### src/rtl/press_classifier.sv
`default_nettype none
// ============================================================================
// Module      : press_classifier
// Description : Classifies presses of a debounced, already-synchronous button
//               level into one-cycle short / long / double pulses.
//               Optional feature macro: PRESS_CLASSIFIER_DOUBLE_EN (enables
//               double-press detection via the WAIT_GAP / SECOND_PRESS states).
// Revision    : 1.0 - initial release
// ============================================================================
module press_classifier #(
    parameter int LongCycles = 1000,
    parameter int GapCycles  = 300
) (
    input  logic clk_i,
    input  logic rst_i,
    input  logic level_i,
    output logic short_o,
    output logic long_o,
    output logic double_o,
    output logic busy_o
);

    // One counter serves both the press-length and the release-gap timing.
    localparam int C_CNT_MAX = (LongCycles > GapCycles) ? LongCycles : GapCycles;
    localparam int C_CNT_W   = $clog2(C_CNT_MAX);

    localparam logic [C_CNT_W-1:0] C_CNT_ONE   = C_CNT_W'(1);
    localparam logic [C_CNT_W-1:0] C_LONG_LAST = C_CNT_W'(LongCycles - 1);
`ifdef PRESS_CLASSIFIER_DOUBLE_EN
    localparam logic [C_CNT_W-1:0] C_GAP_LAST  = C_CNT_W'(GapCycles - 1);
`endif

`ifdef PRESS_CLASSIFIER_DOUBLE_EN
    typedef enum logic [2:0] {
        S_IDLE         = 3'd0,
        S_PRESSED      = 3'd1,
        S_LONG_HELD    = 3'd2,
        S_WAIT_GAP     = 3'd3,
        S_SECOND_PRESS = 3'd4
    } state_t;
`else
    typedef enum logic [2:0] {
        S_IDLE         = 3'd0,
        S_PRESSED      = 3'd1,
        S_LONG_HELD    = 3'd2
    } state_t;
`endif

    state_t               state_q;
    logic [C_CNT_W-1:0]   cnt_q;
    logic                 level_q;
    logic                 armed_q;
    logic                 short_q;
    logic                 long_q;
`ifdef PRESS_CLASSIFIER_DOUBLE_EN
    logic                 double_q;
`endif

    logic w_rise;
    logic w_fall;

    assign w_rise = level_i & ~level_q;
    assign w_fall = ~level_i & level_q;

    // Edge tracking, arming, classification FSM and registered pulse outputs.
    // Arming requires one low sample after reset, so a button held through
    // reset release is never taken as a press.
    always_ff @(posedge clk_i or posedge rst_i) begin
        if (rst_i) begin
            state_q  <= S_IDLE;
            cnt_q    <= '0;
            level_q  <= 1'b0;
            armed_q  <= 1'b0;
            short_q  <= 1'b0;
            long_q   <= 1'b0;
`ifdef PRESS_CLASSIFIER_DOUBLE_EN
            double_q <= 1'b0;
`endif
        end else begin
            level_q <= level_i;
            if (!level_i) begin
                armed_q <= 1'b1;
            end
            short_q  <= 1'b0;
            long_q   <= 1'b0;
`ifdef PRESS_CLASSIFIER_DOUBLE_EN
            double_q <= 1'b0;
`endif
            case (state_q)
                S_IDLE: begin
                    if (w_rise && armed_q) begin
                        state_q <= S_PRESSED;
                        cnt_q   <= '0;
                    end
                end
                S_PRESSED: begin
                    if (w_fall) begin
`ifdef PRESS_CLASSIFIER_DOUBLE_EN
                        state_q <= S_WAIT_GAP;
`else
                        state_q <= S_IDLE;
                        short_q <= 1'b1;
`endif
                        cnt_q   <= '0;
                    end else if (level_i) begin
                        if (cnt_q == C_LONG_LAST) begin
                            state_q <= S_LONG_HELD;
                            long_q  <= 1'b1;
                            cnt_q   <= '0;
                        end else begin
                            cnt_q <= cnt_q + C_CNT_ONE;
                        end
                    end
                end
                S_LONG_HELD: begin
                    // Already reported; just wait for release.
                    if (w_fall) begin
                        state_q <= S_IDLE;
                        cnt_q   <= '0;
                    end
                end
`ifdef PRESS_CLASSIFIER_DOUBLE_EN
                S_WAIT_GAP: begin
                    // A re-press wins over the terminal count in the same cycle.
                    if (w_rise) begin
                        state_q <= S_SECOND_PRESS;
                        cnt_q   <= '0;
                    end else if (cnt_q == C_GAP_LAST) begin
                        state_q <= S_IDLE;
                        short_q <= 1'b1;
                        cnt_q   <= '0;
                    end else begin
                        cnt_q <= cnt_q + C_CNT_ONE;
                    end
                end
                S_SECOND_PRESS: begin
                    // No long detection here: any release completes a double.
                    if (w_fall) begin
                        state_q  <= S_IDLE;
                        double_q <= 1'b1;
                        cnt_q    <= '0;
                    end
                end
`endif
                default: begin
                    state_q <= S_IDLE;
                    cnt_q   <= '0;
                end
            endcase
        end
    end

    assign short_o = short_q;
    assign long_o  = long_q;
`ifdef PRESS_CLASSIFIER_DOUBLE_EN
    assign double_o = double_q;
`else
    assign double_o = 1'b0;
`endif
    assign busy_o  = (state_q != S_IDLE);

endmodule
`default_nettype wire

### config.mk
export PLATFORM = sky130hd
export DESIGN_NAME = press_classifier
export DESIGN_NICKNAME = d
export VERILOG_FILES = /design/src/rtl/press_classifier.sv
export SDC_FILE = /design/constraint.sdc
export NUM_CORES = 1
export LEC_CHECK = 0
export BUFFER_PORTS_ARGS = -buffer_cell sky130_fd_sc_hd__buf_4
export CORE_MARGIN = 2
export CORE_UTILIZATION = 30
export CTS_BUF_LIST = sky130_fd_sc_hd__clkbuf_16
export CTS_CLUSTER_DIAMETER = 80
export DETAILED_ROUTE_END_ITERATION = 10
export SYNTH_ARGS = -nofsm -noshare
export SYNTH_HDL_FRONTEND = slang
export SYNTH_SLANG_ARGS = --single-unit
### constraint.sdc
create_clock -name clk_i -period 2.06 [get_ports clk_i]
set_input_delay 0.309 -clock clk_i [delete_from_list [all_inputs] [get_ports clk_i]]
set_output_delay 0.309 -clock clk_i [all_outputs]
set_load 0.01 [all_outputs]
==> results of run 1 <==
synthesized netlist by cell type (2+ instances only):
cell      number  area share
inv_1          3       0.014
dfrtp_1       16        0.48
and4_1         2       0.021
nand2b_1       2       0.015
nand2_1        6       0.027
o21ai_0        6       0.036
o31ai_1        5       0.045
nand3_1        7       0.042
a21oi_1        8       0.048
or3_1          3       0.023
o22a_1         2       0.021
or4_1          5       0.045
or2_2          2       0.015
worst max-delay path, delay by kind of cell, from the launching register on:
family             cells  cell delay, ns
and+or+nand+nor        3            0.97
DFF                    1            0.46
AOI/OAI and AO/OA      1            0.15
how the worst max path moves through the flow:
| stage | from | slack (ns) | end | cells past startpoint |
|---|---|---|---|---|
| after floorplan | state_q[1]$_DFFE_PP0P_ | 0.49 | cnt_q[6]$_DFFE_PP0P_ | 5 |
| after global placement | state_q[1]$_DFFE_PP0P_ | 0.45 | cnt_q[8]$_DFFE_PP0P_ | 4 |
| after detailed placement | level_i | 0.42 | cnt_q[8]$_DFFE_PP0P_ | 5 |
| after CTS | state_q[1]$_DFFE_PP0P_ | 0.40 | cnt_q[8]$_DFFE_PP0P_ | 4 |
| after global routing | cnt_q[0]$_DFFE_PP0P_ | 0.29 | cnt_q[3]$_DFFE_PP0P_ | 6 |
| final | state_q[1]$_DFFE_PP0P_ | 0.40 | cnt_q[8]$_DFFE_PP0P_ | 4 |
state kept, by name, indices dropped and copies added, names as in the netlist:
register / cells
armed_q: 1
long_o: 1
short_o: 1
level_q: 1
state_q: 2
cnt_q: 10
stage by stage:
step | cell area, um2 | hold WS (ns)
2_1_floorplan | 828 | 0.223
3_3_place_gp | 896 | 0.429
3_5_place_dp | 896 | 0.422
4_1_cts | 975 | 0.165
5_1_grt | 975 | 0.214
6_report | 975 | 0.140
power breakdown:
group	total, mW	internal (mW)	switching, mW
clock network	0.377	0.257	0.119
logic	0.321	0.147	0.174
registers	0.407	0.354	0.0525
total	1.10	0.758	0.346
logic make-up (layout without fill, tap and decap cells):
| logic type | Yosys count | in the layout | synth area share |
|---|---|---|---|
| other | 1 | 1 | 0.00453 |
| and+or+nand+nor | 36 | 36 | 0.289 |
| DFF | 16 | 16 | 0.483 |
| buffers and inverters | 6 | 14 | 0.0423 |
| adders and majority gates | 1 | 1 | 0.0151 |
| AOI/OAI and AO/OA | 23 | 23 | 0.166 |
routing by layer:
layer | up-vias | track usage | routed length, um
met4 | 0 | 0.0612 | 29
met2 | 9 | 0.171 | 774
met3 | 2 | 0.0484 | 56
met5 | - | 0 | 0
met1 | 328 | 0.149 | 769
li1 | 331 | - | -
layout make-up:
type,instances,area [um2]
multi-input combinational,61,393
inverter,3,11.3
sequential,16,400
tap,31,38.8
fill,279,1710
timing repair buffer,7,52.6
clock buffer,3,75.1
clock inverter,1,3.75
==> metrics.md, run 1 <==
| Metric | Value |
|---|---|
| Status | `finished, final reports clean` |
| Pre-CTS setup slack | `0.418 ns` |
| Critical R2R Launch | `state_q[1]$_DFFE_PP0P_` |
| Synthesized area | `828 um2` |
| Yosys warnings | `0` |
| Lkg Pwr | `0.385 nW` |
| First-pass DRT Iterations | `4` |
| Die Area | `3200 um2` |
| First-pass GRT wire length | `2850 um` |
| Die X-Extent | `56.5 um` |
| N_diodes | `0` |
| Commonest non-fill, non-tap cell in the layout | `dfrtp_1` |
| Vias in the first global route | `615` |
| Mean post-synth cell area | `9.98 um2` |
| Area Growth Syn to Fin | `17.7%` |
| Row count | `19` |
| Sequential fraction of the synthesis area | `0.483` |
| Post-Syn Nets | `87` |
| Most frequent cells in the layout | `dfrtp_1 (16), a21oi_1 (8), nand3_1 (7), buf_4 (7)` |
| Grt total ovfl | `0` |
| Startpoint type of the worst setup path | `flip-flop` |
| Worst vdd ir | `0.859 mV` |
| End-of-flow core utilization | `0.363` |
| Total track usage | `0.118` |
| Worst R2R Setup Slack | `0.40 ns` |
| Number of synthesized flops with an enable pin | `0` |
| Clock Skews | `0.00243 ns` |
| Final Hold Viols | `0` |
| Starting DRC count in detailed routing | `7` |
| Crit path DAT | `1.83 ns` |
| CTS sink cnt | `16` |
| Worst-Skew Late Latency | `0.25 ns` |
| Max-slew violation count | `0` |
| Critical R2R Capture | `cnt_q[8]$_DFFE_PP0P_` |
| Crit path kind | `flip-flop to flip-flop` |
| Length in cells of the worst reg-to-reg path | `4` |
| Final worst setup slack | `0.405 ns` |
| Setup TNS | `0 ns` |
| Max Clk Rate | `0.604 GHz` |
| Post-DR vias/cell | `5.49` |
| Final wirelength | `1630 um` |
| CTS tree | `yes` |
| Synth Register Bits | `16` |
| Measured slew at the worst slew-check pin | `0.608 ns` |
| Crit path time final | `1.66 ns` |
| Final Instance Count excl. Fillers | `122` |
| Critical Path RT | `2.23 ns` |
| DR WL/cell | `13.4 um` |
| DP Cell Count | `118` |
| Max clock buf depth | `2` |
| Via count | `670` |
| Max_slew headroom | `0.594` |
| RSZ-0062 raised after global routing | `no` |
| CP max-delay cell | `or4_1` |
| Max incr delay on CP | `0.52 ns` |
| Layout cell share with drive strength beyond 1 | `0.165` |
| Cell breakdown of the critical path | `nand4bb_1 > and4_4 > or4_1 > a21oi_1` |
| Remaining DRCs | `0` |
| Power per cell area | `1130 nW/um2` |
| IO Port Bufs | `5` |
| Class of the worst hold path | `input pin to async pin` |
| Root Buffer | `clkbuf_16` |
| Pwr Total | `1.10 mW` |
| Max Cap Viol | `0` |
| Detailed placement HPWL | `1110 um` |
| Synth unique cells | `29` |
| Initial Util | `0.308` |
| Hold_buf cts | `0` |
| Setup violators final | `0` |
| Routed Antenna Nets | `0` |
| Post-CTS setup buffers | `0` |
| Final GP Congestion | `0.801` |
| CP Capture Type | `flip-flop` |
| Post-CTS Resized | `0` |
| CTS buffer count | `3` |
| Core area | `2690 um2` |
| Most common flop cell mapped by yosys | `dfrtp_1` |
| Fin nets | `96` |
| Largest net degree at the start of global routing | `24` |
| Height of the die | `56.5 um` |
| Cells after Synth | `83` |
| Ys async rst share | `1.00` |
| # IOs | `7` |
| CTS clk-pin slew, worst paths | `0.05 ns` |
| Final worst-path cycle share | `0.804` |
| Initial antenna violation count | `0` |
| Worst Path Max Fanout | `23` |
| Htree depth | `1` |
No activity file was read; power rests on OpenSTA's default activity.
==> inputs of run 2 (changes only) <==
Clock period 2.06 ns to 1.4 ns, I/O delays scaled along.
==> run 2 against run 1 <==
Net effect: the run now ends with negative setup slack left; clock skew down 0.0016 ns; non-clock buffer count is 33 higher; critical path depth rose by 1; maximum frequency increased by 2.7%; utilization grew 15 points; power grew 99%; combinational power grew to 3.2 times the previous value; cell count rose by 28%; via count is 26% higher; global-route usage up 2.8 points; first-iteration DRC count is 110% higher; sequential power up 42%; largest cell class is now multi-input combinational cells.
==> metrics.md, run 2 (synthesis results as in run 1) <==
| Metric | Value |
|---|---|
| Remaining DRCs | `0 (unchanged)` |
| Max Cap Viol | `0 (unchanged)` |
| CTS tree | `yes` |
| Final worst-path cycle share | `1.15 (+0.347)` |
| Clock Skews | `0.000808 ns (-0.00162 ns)` |
| Final Hold Viols | `0 (unchanged)` |
| Lkg Pwr | `0.572 nW (+49%)` |
| Grt total ovfl | `0 (unchanged)` |
| Largest Register | `cnt_q` |
| Height of the die | `56.5 um (unchanged)` |
| Critical Path RT | `1.57 ns (-0.66 ns)` |
| Row count | `19 (unchanged)` |
| Root Buffer | `clkbuf_16` |
| CTS clk-pin slew, worst paths | `0.05 ns (about the same)` |
| Top Family by Delay on Critical Path | `simple AND/OR/NAND/NOR gates` |
| Commonest non-fill, non-tap cell in the layout | `buf_4` |
| CP max-delay cell | `dfrtp_1` |
| Number of flip-flops in the largest register | `10 (unchanged)` |
| Status | `complete, but fails checks` |
| Max clock buf depth | `2 (unchanged)` |
| Crit path kind | `flip-flop to flip-flop` |
| Max-slew violation count | `0 (unchanged)` |
| First-pass GRT wire length | `3490 um (+23%)` |
| Class of the worst hold path | `input pin to flip-flop` |
| DR WL/cell | `15.8 um (+18%)` |
| Buffers and inverters on the worst path | `1 (+1)` |
| Routed Antenna Nets | `0 (unchanged)` |
| CP Capture Type | `flip-flop` |
| Core area | `2690 um2 (unchanged)` |
| Crit path time final | `1.61 ns (-0.0443 ns)` |
| Pwr Total | `2.20 mW (+99%)` |
| Starting DRC count in detailed routing | `15 (+8)` |
| Setup violators final | `11 (+11)` |
| Total track usage | `0.146 (+0.0281)` |
| Final Instance Count excl. Fillers | `156 (+28%)` |
| Crit path DAT | `1.78 ns (-0.05 ns)` |
| Fin nets | `130 (+35%)` |
| Initial Util | `0.308 (unchanged)` |
| Worst-Skew Late Latency | `0.25 ns (about the same)` |
| DP Cell Count | `142 (+20%)` |
| Worst Path Max Fanout | `7 (-70%)` |
| Cell breakdown of the critical path | `nand4bb_1 > and4_4 > buf_6 > or3_4 > o22ai_2` |
| Setup TNS | `-1.32 ns (-1.32 ns)` |
| RSZ-0062 raised after global routing | `yes` |
| Power per cell area | `1610 nW/um2 (+42%)` |
| Via count | `841 (+26%)` |
| Max incr delay on CP | `0.40 ns (-0.12 ns)` |
| Most frequent cells in the layout | `buf_4 (35), dfrtp_1 (16), a21oi_2 (7)` |
| Biggest regs | `cnt_q: 10 flops, state_q: 2 flops` |
| Die X-Extent | `56.5 um (unchanged)` |
| Die Area | `3200 um2 (unchanged)` |
| Initial antenna violation count | `0 (unchanged)` |
| Detailed placement HPWL | `1310 um (+17%)` |
| CTS buffer count | `3 (unchanged)` |
| Max Clk Rate | `0.621 GHz (+2.7%)` |
| Register area | `400 um2 (unchanged)` |
| N_diodes | `0 (unchanged)` |
| # IOs | `7 (unchanged)` |
| Final worst setup slack | `-0.211 ns (-0.616 ns)` |
| Multi-input logic area | `520 um2 (+32%)` |
| Fillers | `228 (-18%)` |
| Violated checks | `negative setup slack` |
| Area Growth Syn to Fin | `65.1%` |
| Post-DR vias/cell | `5.39 (-1.8%)` |
| First-pass DRT Iterations | `4 (unchanged)` |
| Largest net degree at the start of global routing | `17 (-29%)` |
| Htree depth | `1 (unchanged)` |
| Startpoint type of the worst setup path | `flip-flop` |
| IO Port Bufs | `5 (unchanged)` |
| Final wirelength | `2460 um (+51%)` |
| CTS sink cnt | `16 (unchanged)` |
| Pre-CTS setup slack | `-0.137 ns (-0.555 ns)` |
| Final GP Congestion | `0.823 (+2.7%)` |
| Layout cell share with drive strength beyond 1 | `0.544 (+0.379)` |
| Vias in the first global route | `761 (+24%)` |
| Worst vdd ir | `1.18 mV (+37%)` |
run 2: worst reg2reg max path, cell delays in order (launching register included):
cell	delay (ns)
dfrtp_1	0.40
nand4bb_1	0.23
and4_4	0.21
buf_6	0.14
or3_4	0.35
o22ai_2	0.19
run 2: metrics by stage:
step | utilization | hold slack [ns] | cell area, um2
floorplan | - | 0.124 | 832
global placement | 0.402 | 0.239 | 1080
detailed placement | 0.402 | 0.244 | 1080
CTS | 0.468 | 0.169 | 1260
global route | 0.509 | 0.180 | 1370
finish | 0.509 | 0.165 | 1370
run 2: layout make-up:
cell class                 count  area share
clock buffer                   3      0.0549
clock inverter                 1     0.00274
inverter                       3     0.00823
multi-input combinational     62       0.381
sequential                    16       0.293
tap                           31      0.0284
timing repair buffer          40       0.232
run 2: path summary, 6_finish.rpt:
check	from	endpoint	slack, ns	cells past startpoint
setup reg to reg	level_q$_DFF_PP0_	cnt_q[2]$_DFFE_PP0P_	-0.21	5
max in group asynchronous	rst_i	level_q$_DFF_PP0_	0.70	4
hold / removal	level_i	armed_q$_DFFE_PP0N_	0.16	2
hold reg to reg	armed_q$_DFFE_PP0N_	armed_q$_DFFE_PP0N_	0.47	1
setup / recovery	level_q$_DFF_PP0_	cnt_q[2]$_DFFE_PP0P_	-0.21	5
min in group asynchronous	rst_i	cnt_q[2]$_DFFE_PP0P_	0.52	4
run 2: what timing repair did:
item | in CTS | in global routing
buffers inserted | 4 | 4
pin swaps | 5 | 11
hold buffers | 1 | 0
resized for setup | 16 | 16
cloned | 0 | 1
endpoints found under the hold margin | 16 | 0
setup endpoints to repair | 13 | 13
run 2: where the power goes:
group	internal [mW]	switching, mW
Combinational	0.562	0.483
Clock	0.380	0.197
Sequential	0.521	0.0553
run 2: metal layers:
metal | vias to the layer above | GRT usage | part of all wire
met5 | - | 0 | 0
met4 | 0 | 0.112 | 0.038
met3 | 8 | 0.0230 | 0.049
met2 | 26 | 0.234 | 0.51
met1 | 403 | 0.173 | 0.40
li1 | 404 | - | -
